## config.mk

```make
export PLATFORM = sky130hd
export DESIGN_NAME = jk_reg_bank
export DESIGN_NICKNAME = d
export VERILOG_FILES = /design/src/rtl/jk_reg_bank.sv
export SDC_FILE = /design/constraint.sdc
export NUM_CORES = 1
export LEC_CHECK = 0
export CELL_PAD_IN_SITES_DETAIL_PLACEMENT = 1
export CELL_PAD_IN_SITES_GLOBAL_PLACEMENT = 2
export CORE_MARGIN = 2
export CORE_UTILIZATION = 35
export CTS_CLUSTER_SIZE = 12
export DETAILED_ROUTE_END_ITERATION = 16
export DONT_BUFFER_PORTS = 1
export PLACE_DENSITY = 0.76
export SLEW_MARGIN = 20
export SYNTH_ARGS = -nofsm -noshare
export SYNTH_HDL_FRONTEND = slang
export SYNTH_SLANG_ARGS = --single-unit
```

## constraint.sdc

```tcl
create_clock -name CLK -period 2.3 [get_ports CLK]
set_input_delay 0.46 -clock CLK [delete_from_list [all_inputs] [get_ports CLK]]
set_output_delay 0.46 -clock CLK [all_outputs]
set_load 0.03 [all_outputs]
```

## src/rtl/jk_reg_bank.sv

```systemverilog
// Bank of WIDTH JK/D/T flip-flop channels that can also act as one WIDTH-bit up/down counter.
// Q, CHG and WRAP are all registered. Q_BAR is derived directly from the Q register.
module jk_reg_bank #(
    parameter int               WIDTH     = 8,
    parameter logic [WIDTH-1:0] RESET_VAL = '0
) (
    input  logic             CLK,
    input  logic             RST_N,
    input  logic             EN,
    input  logic [1:0]       MODE,
    input  logic [WIDTH-1:0] J,
    input  logic [WIDTH-1:0] K,
    output logic [WIDTH-1:0] Q,
    output logic [WIDTH-1:0] Q_BAR,
    output logic             CHG,
    output logic             WRAP
);

    typedef enum logic [1:0] {
        MODE_JK    = 2'b00,
        MODE_D     = 2'b01,
        MODE_T     = 2'b10,
        MODE_COUNT = 2'b11
    } mode_t;

    mode_t            mode_sel;
    logic [WIDTH-1:0] q_reg;
    logic             chg_reg;
    logic             wrap_reg;

    logic [WIDTH-1:0] jk_next;
    logic [WIDTH-1:0] d_next;
    logic [WIDTH-1:0] t_next;
    logic [WIDTH-1:0] count_next;
    logic             count_wrap;
    logic [WIDTH-1:0] q_next;
    logic             wrap_next;

    assign mode_sel = mode_t'(MODE);

    // Each channel computes its JK, D and T candidates independently.
    genvar gi;
    generate
        for (gi = 0; gi < WIDTH; gi++) begin : g_bit
            assign jk_next[gi] = (J[gi] & ~q_reg[gi]) | (~K[gi] & q_reg[gi]);
            assign d_next[gi]  = J[gi];
            assign t_next[gi]  = q_reg[gi] ^ J[gi];
        end
    endgenerate

    // J[0] enables counting and K[0] selects down. The wrap condition is taken from Q before the step.
    always_comb begin
        count_next = q_reg;
        count_wrap = 1'b0;
        if (J[0]) begin
            if (K[0]) begin
                count_next = q_reg - WIDTH'(1);
                count_wrap = ~|q_reg;
            end else begin
                count_next = q_reg + WIDTH'(1);
                count_wrap = &q_reg;
            end
        end
    end

    always_comb begin
        q_next    = q_reg;
        wrap_next = 1'b0;
        case (mode_sel)
            MODE_JK: q_next = jk_next;
            MODE_D:  q_next = d_next;
            MODE_T:  q_next = t_next;
            MODE_COUNT: begin
                q_next    = count_next;
                wrap_next = count_wrap;
            end
            default: q_next = q_reg;
        endcase
    end

    always_ff @(posedge CLK) begin
        if (!RST_N) begin
            q_reg    <= RESET_VAL;
            chg_reg  <= 1'b0;
            wrap_reg <= 1'b0;
        end else if (EN) begin
            q_reg    <= q_next;
            chg_reg  <= (q_next != q_reg);
            wrap_reg <= wrap_next;
        end else begin
            chg_reg  <= 1'b0;
            wrap_reg <= 1'b0;
        end
    end

    assign Q     = q_reg;
    assign Q_BAR = ~q_reg;
    assign CHG   = chg_reg;
    assign WRAP  = wrap_reg;

endmodule

```

### After elaboration in Yosys (flattened, before gate mapping)

Index checks and enable logic that the tools add are counted.
W data, S select, Z words.

* output and inout port bits: 18
* logic and storage cells: 68
* bits in registers: 10

* eq/ne operators: 4
* reduce and logical (&&, ||, !) cells: 6
* muxes and demuxes: 4
* bitwise operators: 49
* add/sub/neg operators: 2

Operators with widths (count)
* $pmux W8 S4: 1
* $and A1 B1 Y1: 16
* $mux W8: 2
* $not A1 Y1: 16
* $add A8 B1 Y8 const B: 1
* $ne A8 B8 Y1: 1
* $not A8 Y8: 1
* $or A1 B1 Y1: 8
* $reduce_and A8 Y1: 1
* $reduce_or A8 Y1: 1
* $sub A8 B1 Y8 const B: 1
* $xor A1 B1 Y1: 8
* $eq A2 B2 Y1 const B: 2
* $reduce_and A4 Y1: 1
* $eq A2 B1 Y1 const B: 1
* $logic_not A2 Y1: 1
* $reduce_and A2 Y1: 1
* $logic_not A1 Y1: 1
* $mux W1: 1

### Logic depth before layout (Yosys ltp)

Gate-level depths: netlist (run 1).

* depth in word-level cells: 5
* mapped depth: 8
* depth with buffers taken out: 7

### Worst setup path before layout (run 1)

No wires, ideal clock.

* kind: reg2reg
* start: register q_reg[0] (netlist: Q[0])
* end: register chg_reg (netlist: CHG)
* arrival time: 1.995 ns
* slack: 0.183 ns
* cell stages (with the launch flop): 8
* path through: dfxtp_1 -> fa_1 -> xnor2_1 -> o21ai_1 -> a32o_1 -> nand3_1 -> o211ai_1 -> o311a_1

* word-level cells in the longest chain between the ends: 5

Ends and longest elaborated chain
* from (decl): line 27 `logic [WIDTH-1:0] q_reg;`
* from (signal assigned): line 87 `q_reg <= q_next;`
* $add A8 B1 Y8, or another cell as far along: line 60 `count_next = q_reg + WIDTH'(1);`
* $mux W8 or $and A1 B1 Y1 (tied branches): line 56, 45
* $mux W8 or $or A1 B1 Y1 (tied branches): line 55, 45
* $pmux W8 S4: line 69 `case (mode_sel)`
* $ne A8 B8 Y1 (*): line 88 `chg_reg <= (q_next != q_reg);`
* to (signal assigned): line 88
* to (decl): line 28 `logic chg_reg;`

Mark *: on every way between the ends. The rest lies on a longest branch, timed or not.
A chain may end at the register's enable or synchronous reset.

### Worst setup path in the final report (run 1)

Same ends and word-level chain as after synthesis.

==> results.py, run 1 <==
metrics = {
    "outcome": {
        "status": "completed",
    },
    "pwr": {
        "p_seq_share_pct": 26.6,
        "power_frac_comb_pct": 43.1,
        "power.leakage_nw": 0.571,
        "p_int_mw": 0.469,
        "ir_drop_v": 0.000318,
        "p_sw_mw": 0.298,
        "power-per-cell-area_nw_per_um2": 533,
        "p_sw_share_pct": 38.8,
        "pwr-share-clk_pct": 30.3,
    },
    "global_routing": {
        "grt_pass1_wl_um": 7120,
        "met3_usage_pct": 5.82,
        "grt_max_degree": 31,
        "first_global_vias": 1373,
        "grt.overflow.total": 0,
        "grt_usage_pct": 21.6,
        "grt_antenna_before_repair": 0,
        "grt_use_met2_pct": 35.6,
        "busiest_layer": "met2",
        "grt_use_met1_pct": 28.0,
    },
    "synthesis": {
        "synth_edf_count": 0,
        "async_flop_share_pct": 0,
        "synth-seq-area-share_pct": 15.1,
        "yosys.area.top_type": "dfxtp_1",
        "syn-num-nets": 201,
        "synthFlopType": "dfxtp_1",
        "syn-cell-area_um2": 1320,
        "synth_area_leaders": "dfxtp_1 (15%), mux2i_1 (8.3%), ha_1 (5.7%)",
        "yosys_warnings": 0,
        "syn_avg_cell_area_um2": 7.65,
        "yosysTopAreaCellShare_pct": 15.1,
        "synthMostInstantiatedCell": "inv_1",
        "synthDistinctLibCells": 57,
        "ys_ff_latch": 10,
        "synthTopCellsByCount": "inv_1 (12), mux2i_1 (11), nand2_1 (11), dfxtp_1 (10)",
        "synth_cells": 173,
    },
    "die": {
        "dieArea_um2": 4290,
        "die_h_um": 65.5,
        "dieWidth_um": 65.5,
        "coreArea_um2": 3660,
        "ios": 39,
        "start_util_pct": 36.2,
        "std_cell_rows": 22,
    },
    "route": {
        "wl_um": 4490,
        "vias_per_cell": 6.17,
        "dr.pass1.iters": 4,
        "drt-initial-drc-count": 63,
        "dr_total_vias": 1382,
        "ant_nets": 0,
        "drc": 0,
        "wl_per_cell_um": 20.0,
    },
    "placed_design": {
        "dpl_cell_area_um2": 1380,
        "portBuffers": 0,
        "hpwl_um": 3400,
        "gp_congestion": 0.815,
    },
    "timing": {
        "tightest_slew_ns": 0.484,
        "clock_skew_ns": 0.00226,
        "finalCritPeriodShare_pct": 85.5,
        "period_needed_ns": 1.97,
        "slew_headroom_pct": 67.2,
        "hold_viol_final": 0,
        "setup_viol": 0,
        "timing.setup.tns_ns": 0,
        "max_freq_mhz": 509,
        "slew_viol_final": 0,
        "grt_setup_unrepaired": "no",
    },
    "clocking": {
        "postCtsResizedCells": 0,
        "root_buffer": "clkbuf_8",
        "cts_tree": "done",
        "postCtsHoldBufs": 0,
        "clock_sinks": 10,
        "post_cts_buffers": 0,
        "clk_pin_slew_ns": 0.05,
        "htree_levels": 1,
        "cts-buffers-inserted": 3,
        "ctsLongestPathBuffers": 2,
        "clock_latency_ns": 0.24,
    },
    "cells_and_area": {
        "fin_util_pct": 39.3,
        "regArea_um2": 200,
        "multi_input_area_um2": 1000,
        "fin_area_um2": 1440,
        "drive_gt1_share_pct": 13.1,
        "nets": 205,
        "fillers": 463,
        "antennaDiodeCount": 0,
        "syn2layout_area_growth_pct": 8.60,
    },
    "critical_path": {
        "slowest_delay_ns": 0.46,
        "setup.worst_path.end_class": "register",
        "crit_arrival_ns": 2.10,
        "critPathSlowestCell": "fa_1",
        "path_class": "reg -> reg",
        "path_cells": "fa_1 -> xnor2_2 -> o21ai_1 -> a211oi_2 -> o211ai_1 -> o311a_1",
        "cp-start-kind": "register",
        "crit_required_ns": 2.43,
        "cp_max_fo": 5,
    },
    "hold_path": {
        "hp-class": "in -> reg",
    },
    "job": {
        "maxCapViolCount": 0,
    },
}
-- per-layer routing --
metal / vias to the layer above / routed length (µm) / part of all wire, %
met4: 0 / 41 / 0.91
met3: 6 / 244 / 5.4
li1: 665 / - / -
met5: - / 0 / 0
met1: 678 / 2050 / 46
met2: 33 / 2150 / 48
-- cells by family after synthesis --
group | share of synthesized area (%)
multiplexers | 8.32
AND/OR/NAND/NOR | 19.1
buffers and inverters | 9.17
flip-flops | 15.1
XOR/XNOR | 5.86
adder cells (fa/ha/maj) | 7.18
AO/OA/AOI/OAI | 35.3
-- critical path, delay by kind of cell (launching register included) --
| family | cells | cell delay, ns |
|---|---|---|
| xor gates and xnor gates | 1 | 0.25 |
| AOI/OAI and AO/OA | 4 | 0.81 |
| DFF | 1 | 0.33 |
| adders and majority gates | 1 | 0.46 |
-- per-stage QoR --
stage | cells | setup WS, ns | hold slack [ns] | power [mW]
2_1_floorplan | 173 | 0.183 | 0.617 | 0.483
3_3_place_gp | 220 | 0.213 | 0.581 | 0.526
3_5_place_dp | 220 | 0.174 | 0.579 | 0.536
4_1_cts | 224 | 0.334 | 0.329 | 0.769
5_1_grt | 224 | 0.223 | 0.326 | 0.809
6_report | 224 | 0.334 | 0.327 | 0.767
-- power by group through the flow --
stage	Clock, mW	Combinational [mW]	Sequential, mW
floorplan	0	0.249	0.234
global placement	0	0.319	0.207
detailed placement	0	0.329	0.208
CTS	0.234	0.331	0.204
global route	0.245	0.358	0.206
finish	0.232	0.331	0.204
-- registers in the layout, indices dropped and copies added, names as in the netlist --
| signal | flops |
|---|---|
| Q | 8 |
| WRAP | 1 |
| CHG | 1 |
-- layout by cell type, fill, tap and decap left out, types with 4 or more instances in the layout --
cell type / netlist / routed
a31oi_1: 6 / 6
a21oi_1: 9 / 9
buf_4: 0 / 9
nor2b_1: 7 / 7
inv_1: 12 / 12
nand2_1: 11 / 11
mux2i_1: 11 / 11
o22ai_1: 5 / 5
dfxtp_1: 10 / 10
nor2_1: 5 / 5
o21ai_0: 9 / 9
ha_1: 6 / 6
nand3_1: 4 / 4
nor3_1: 5 / 5
xnor2_1: 6 / 6
o21ai_1: 5 / 5
clkbuf_8: 0 / 4
-- final timing paths --
check / cells after the start / startpoint / slack (ns) / end
setup / recovery: 6 / Q[0] / 0.33 / CHG
hold / removal: 1 / EN / 0.33 / Q[5]
setup reg to reg: 6 / Q[0] / 0.33 / CHG
hold reg to reg: 2 / Q[4] / 0.73 / CHG
-- layout make-up --
type	instances	share of cell area, %
Inverter	14	3.66
Clock buffer	4	3.83
Tap cell	48	4.18
Timing Repair Buffer	9	4.70
Multi-Input combinational cell	139	69.7
Sequential cell	10	13.9
Note: power is estimated with default switching activity, not from simulation.
==> inputs of run 2 (changes only) <==
--- a/config.mk
+++ b/config.mk
@@ -5,14 +5,15 @@
 export SDC_FILE = /design/constraint.sdc
 export NUM_CORES = 1
 export LEC_CHECK = 0
+export ABC_AREA = 1
 export CELL_PAD_IN_SITES_DETAIL_PLACEMENT = 1
 export CELL_PAD_IN_SITES_GLOBAL_PLACEMENT = 2
 export CORE_MARGIN = 2
-export CORE_UTILIZATION = 35
+export CORE_UTILIZATION = 30
 export CTS_CLUSTER_SIZE = 12
 export DETAILED_ROUTE_END_ITERATION = 16
 export DONT_BUFFER_PORTS = 1
-export PLACE_DENSITY = 0.76
+export PLACE_DENSITY = 0.74
 export SLEW_MARGIN = 20
 export SYNTH_ARGS = -nofsm -noshare
 export SYNTH_HDL_FRONTEND = slang
==> run 2 against run 1 <==
Effect of this change: register-to-register slack gained 0.02 ns; design area rose by 5.8%; total power is 2.7% higher.
==> results.py, run 2 <==
metrics = {
    "timing": {
        "max_freq_mhz": 514,
        "period_needed_ns": 1.95,
        "clock_skew_ns": 0.00215,
        "setup_viol": 0,
        "finalCritPeriodShare_pct": 84.6,
        "hold_viol_final": 0,
        "grt_setup_unrepaired": "no",
        "tightest_slew_ns": 0.400,
        "slew_viol_final": 0,
        "timing.setup.tns_ns": 0,
        "slew_headroom_pct": 73.3,
    },
    "cells_and_area": {
        "drive_gt1_share_pct": 13.4,
        "largest_register_ffs": 8,
        "final_cell_mix": "nand2_1 (75), inv_1 (34), nand3_1 (30)",
        "fin_util_pct": 35.4,
        "antennaDiodeCount": 0,
        "final_common_cell": "nand2_1",
        "nets": 282,
        "syn2layout_area_growth_pct": 15.9,
        "finalNonFillerCells": 305,
        "fin_area_um2": 1520,
    },
    "job": {
        "maxCapViolCount": 0,
    },
    "global_routing": {
        "grt_antenna_before_repair": 0,
        "busiest_layer": "met2",
        "met3_usage_pct": 3.61,
        "grt_use_met1_pct": 24.2,
        "grt_usage_pct": 20.1,
        "grt_pass1_wl_um": 7830,
        "grt.overflow.total": 0,
        "grt_max_degree": 14,
        "first_global_vias": 1588,
        "grt_use_met2_pct": 38.0,
    },
    "placed_design": {
        "gp_congestion": 0.843,
        "hpwl_um": 3960,
        "portBuffers": 0,
        "dpl_cell_area_um2": 1470,
        "post-place-cells": 301,
    },
    "synthesis": {
        "synth-simple-area-share_pct": 47.1,
        "synth_cells": 238,
        "synthDistinctLibCells": 28,
        "synth_compound_area_share_pct": 17.2,
        "synthTopCellsByCount": "nand2_1 (75), inv_1 (34), nand3_1 (30), a21oi_1 (16), o21ai_0 (12)",
        "synthXorXnorAreaFrac_pct": 1.33,
        "syn-cell-area_um2": 1310,
        "yosys_warnings": 0,
        "syn-num-nets": 266,
        "synthMostInstantiatedCell": "nand2_1",
        "async_flop_share_pct": 0,
        "synthFlopType": "dfxtp_1",
        "ys_ff_latch": 10,
        "synth_area_leaders": "nand2_1 (21%), dfxtp_1 (15%), nand3_1 (11%)",
        "synth_top_family_by_area": "simple AND/OR/NAND/NOR gates",
        "synth_edf_count": 0,
        "synth-seq-area-share_pct": 15.3,
        "yosysTopAreaCellShare_pct": 21.4,
        "syn_avg_cell_area_um2": 5.51,
        "yosys.area.top_type": "nand2_1",
        "muxShareOfSynthArea_pct": 0,
        "synthAdderAreaFrac_pct": 7.24,
    },
    "clocking": {
        "cts_tree": "done",
        "post_cts_buffers": 0,
        "clock_sinks": 10,
        "clock_latency_ns": 0.24,
        "root_buffer": "clkbuf_8",
        "ctsLongestPathBuffers": 2,
        "postCtsResizedCells": 0,
        "clk_pin_slew_ns": 0.05,
        "htree_levels": 1,
        "postCtsHoldBufs": 0,
        "cts-buffers-inserted": 3,
    },
    "hold_path": {
        "whs_endpoint": "Q[2]",
        "hp-start": "EN",
        "holdPathStages": 1,
        "hp-class": "in -> reg",
    },
    "critical_path": {
        "rr_worst_depth": 15,
        "path_buf_inv": 3,
        "cpMostUsedCell": "nand2_1",
        "critPathSlowestCell": "fa_1",
        "path_cells": "fa_1 -> nand2_1 -> inv_1 -> o21ai_0 -> nand2_1 -> nand3_2 -> nand2_1 -> nand2_1 -> nand2_1 -> inv_1 -> nand3_1 -> nor2_1 -> nand3_1 -> nand2_1 -> inv_1",
        "critical-path-top-delay-family": "simple AND/OR/NAND/NOR gates",
        "path_class": "reg -> reg",
        "cp-start-kind": "register",
        "cp_max_fo": 3,
        "regToRegStartpoint": "Q[0]",
        "setup.worst_path.end_class": "register",
        "crit_arrival_ns": 2.09,
        "slowest_delay_ns": 0.43,
        "r2r_end": "CHG",
        "crit_required_ns": 2.44,
        "r2r_slack_ns": 0.35,
    },
    "route": {
        "vias_per_cell": 5.22,
        "wl_per_cell_um": 15.6,
        "dr.pass1.iters": 4,
        "drc": 0,
        "wl_um": 4770,
        "dr_total_vias": 1593,
        "ant_nets": 0,
        "drt-initial-drc-count": 84,
    },
    "pwr": {
        "power.leakage_nw": 0.814,
        "power-per-cell-area_nw_per_um2": 517,
        "ir_drop_v": 0.000197,
    },
    "die": {
        "die_h_um": 70.1,
        "ios": 39,
        "start_util_pct": 30.6,
        "std_cell_rows": 24,
        "dieWidth_um": 70.1,
        "coreArea_um2": 4290,
        "dieArea_um2": 4920,
    },
    "outcome": {
        "status": "completed",
    },
}
-- run 2: through the flow --
step | hold WS, ns | setup slack, ns | power (mW)
after CTS | 0.300 | 0.323 | 0.799
after global placement | 0.560 | 0.209 | 0.558
after floorplan | 0.598 | 0.334 | 0.466
after global routing | 0.306 | 0.134 | 0.852
final | 0.307 | 0.354 | 0.787
after detailed placement | 0.559 | 0.197 | 0.561
-- run 2: power by group --
group	switching (mW)	internal (mW)	leakage [nW]
Sequential	0.0136	0.186	0.0827
Clock	0.0803	0.151	0.0288
Combinational	0.241	0.115	0.702
Total	0.335	0.453	0.814
-- run 2: worst max-delay path by stage --
stage	start	end	slack [ns]	cells past startpoint
final	Q[0]	CHG	0.35	15
after floorplan	Q[4]	CHG	0.33	15
after CTS	Q[0]	CHG	0.32	11
after global routing	Q[5]	CHG	0.13	15
after global placement	K[0]	CHG	0.21	15
after detailed placement	K[0]	CHG	0.20	15
-- run 2: kinds of logic (layout without fill, tap and decap cells) --
family / count (synthesis) / after routing
fa+ha+maj: 7 / 7
flops: 10 / 10
compound gates: 42 / 42
xor+xnor: 2 / 2
simple gates: 136 / 136
buf+inv: 41 / 56
-- run 2: final cells by class --
type,count,area [µm²]
multi-input combinational,187,956
inverter,39,148
timing repair buffer,13,97.6
tap,52,65.1
fill,613,2770
sequential,10,200
clock buffer,4,55.1
-- run 2: layer usage --
layer,vias to the layer above,wire [µm]
li1,809,-
met1,742,2130
met2,38,2430
met3,4,177
met4,0,23
met5,-,0
==> inputs of run 3 (changes only) <==
--- a/config.mk
+++ b/config.mk
@@ -5,15 +5,15 @@
 export SDC_FILE = /design/constraint.sdc
 export NUM_CORES = 1
 export LEC_CHECK = 0
-export ABC_AREA = 1
+export ABC_AREA = 0
 export CELL_PAD_IN_SITES_DETAIL_PLACEMENT = 1
 export CELL_PAD_IN_SITES_GLOBAL_PLACEMENT = 2
 export CORE_MARGIN = 2
-export CORE_UTILIZATION = 30
+export CORE_UTILIZATION = 35
 export CTS_CLUSTER_SIZE = 12
 export DETAILED_ROUTE_END_ITERATION = 16
 export DONT_BUFFER_PORTS = 1
-export PLACE_DENSITY = 0.74
+export PLACE_DENSITY = 0.76
 export SLEW_MARGIN = 20
 export SYNTH_ARGS = -nofsm -noshare
 export SYNTH_HDL_FRONTEND = slang
==> constraint.sdc (replaced) <==
create_clock -name CLK -period 1.8 [get_ports CLK]
set_input_delay 0.36 -clock CLK [delete_from_list [all_inputs] [get_ports CLK]]
set_output_delay 0.36 -clock CLK [all_outputs]
set_load 0.03 [all_outputs]
==> run 3 against run 2 <==
Effect of this change: the flow now finishes with violations (negative setup slack); sequential power grew 27%; global-route usage grew 3.6 points; clock skew grew 0.0040 ns; largest cell class unchanged; sequential share of layout area shrank 0.87 points; critical endpoint unchanged.
==> results.py, run 3 (synthesized netlist as in run 1, its figures left out) <==
metrics = {
    "timing": {
        "setup_viol": 2,
        "finalCritPeriodShare_pct": 109,
        "timing.setup.tns_ns": -0.201,
        "slew_headroom_pct": 77.0,
        "hold_viol_final": 0,
        "tightest_slew_ns": 0.342,
        "max_freq_mhz": 512,
        "slew_viol_final": 0,
        "period_needed_ns": 1.95,
        "grt_setup_unrepaired": "yes",
        "final.setup.worst_slack_ns": -0.154,
        "clock_skew_ns": 0.00614,
        "fin_hold_ws_ns": 0.228,
    },
    "cells_and_area": {
        "final_common_cell": "buf_4",
        "fin_area_um2": 1690,
        "syn2layout_area_growth_pct": 27.7,
        "largest_register_ffs": 8,
        "drive_gt1_share_pct": 30.3,
        "antennaDiodeCount": 0,
        "final_cell_mix": "buf_4 (27), inv_1 (12), mux2i_1 (11)",
        "nets": 224,
    },
    "route": {
        "vias_per_cell": 6.23,
        "drc": 0,
        "wl_met3_um": 324,
        "met2WireLength_um": 2480,
        "dr_total_vias": 1513,
        "wl_per_cell_um": 20.6,
        "top_layer": "met4",
        "wl_um": 5000,
        "wl_met1_um": 2120,
        "dr.pass1.iters": 4,
        "drt-initial-drc-count": 98,
        "ant_nets": 0,
    },
    "clocking": {
        "cts-buffers-inserted": 3,
        "postCtsHoldBufs": 0,
        "ctsLongestPathBuffers": 2,
        "clock_sinks": 10,
        "htree_levels": 1,
        "cts_tree": "done",
        "root_buffer": "clkbuf_8",
        "clock_latency_ns": 0.25,
        "clk_pin_slew_ns": 0.06,
    },
    "placed_design": {
        "gp_congestion": 0.782,
        "portBuffers": 0,
        "hpwl_um": 3480,
        "dpl_cell_area_um2": 1510,
    },
    "critical_path": {
        "cpMostUsedCell": "xnor2_1",
        "r2r_end": "CHG",
        "crit_start": "Q[0]",
        "regToRegStartpoint": "Q[0]",
        "crit_arrival_ns": 2.09,
        "crit_cells": 7,
        "rr_worst_depth": 7,
        "crit_required_ns": 1.94,
        "critical-path-top-delay-family": "compound AO/OA/AOI/OAI gates",
        "cp-start-kind": "register",
        "critPathSlowestCell": "fa_2",
        "path_buf_inv": 0,
        "cp_max_fo": 2,
        "path_cells": "fa_2 -> a21o_1 -> a21oi_2 -> xnor2_1 -> o21ai_2 -> xnor2_1 -> o311a_1",
        "path_class": "reg -> reg",
        "slowest_delay_ns": 0.39,
        "crit_end": "CHG",
        "r2r_slack_ns": -0.15,
        "setup.worst_path.end_class": "register",
    },
    "die": {
        "die_h_um": 65.5,
        "dieWidth_um": 65.5,
        "dieArea_um2": 4290,
        "coreArea_um2": 3660,
        "start_util_pct": 36.2,
        "std_cell_rows": 22,
        "ios": 39,
    },
    "outcome": {
        "violations": "negative setup slack",
        "status": "finished with violations",
    },
    "global_routing": {
        "grt_max_degree": 31,
        "first_global_vias": 1517,
        "grt.overflow.total": 0,
        "grt_usage_pct": 23.8,
        "grt_antenna_before_repair": 0,
        "grt_pass1_wl_um": 7660,
    },
    "pwr": {
        "power-per-cell-area_nw_per_um2": 665,
        "ir_drop_v": 0.000225,
        "power.leakage_nw": 0.682,
        "p_total_mw": 1.12,
    },
    "hold_path": {
        "hp-class": "in -> reg",
    },
    "job": {
        "maxCapViolCount": 0,
    },
}
==> run 3: layout make-up <==
cell class | instances | area, µm²
inverters | 14 | 52.6
multi-input cells | 139 | 1100
flip-flops and latches | 10 | 208
clock buffers | 4 | 55.1
fillers | 448 | 1970
well taps | 48 | 60.1
repair buffers | 28 | 214
==> run 3: where the power goes <==
part,switching [mW],internal [mW]
registers,0.0153,0.239
logic,0.308,0.248
clock network,0.120,0.194
total,0.443,0.681
==> run 3: metrics by stage <==
stage | instances | util [%] | setup WS (ns)
after floorplan | 173 | - | -0.114
after global placement | 236 | 41.3 | -0.144
after detailed placement | 236 | 41.3 | -0.198
after CTS | 242 | 43.9 | -0.143
after global routing | 243 | 46.2 | -0.202
final | 243 | 46.2 | -0.154
==> run 3: worst min path at each step <==
stage | startpoint | to | slack, ns | cells after the start
floorplan | RST_N | WRAP | 0.52 | 2
global placement | EN | Q[5] | 0.47 | 1
detailed placement | EN | Q[5] | 0.48 | 1
CTS | EN | Q[5] | 0.22 | 1
global route | EN | Q[5] | 0.24 | 1
finish | EN | Q[5] | 0.23 | 1
==> run 3: layer usage <==
| metal | global-route usage (%) | vias to the layer above |
|---|---|---|
| met1 | 29.1 | 756 |
| met4 | 8.59 | 0 |
| met5 | 0 | - |
| met2 | 40.8 | 47 |
| li1 | - | 703 |
| met3 | 4.97 | 7 |
==> run 3: worst register-to-register path, cell delays in order, from the launching register on <==
cell	delay, ns
dfxtp_4	0.35
fa_2	0.39
a21o_1	0.19
a21oi_2	0.17
xnor2_1	0.16
o21ai_2	0.09
xnor2_1	0.14
o311a_1	0.35
==> run 3: repair_timing <==
action,in CTS,in global routing
pin swaps,8,9
buffers inserted,2,1
gates resized for setup,5,13
gates cloned,0,0
setup endpoints to repair,4,7
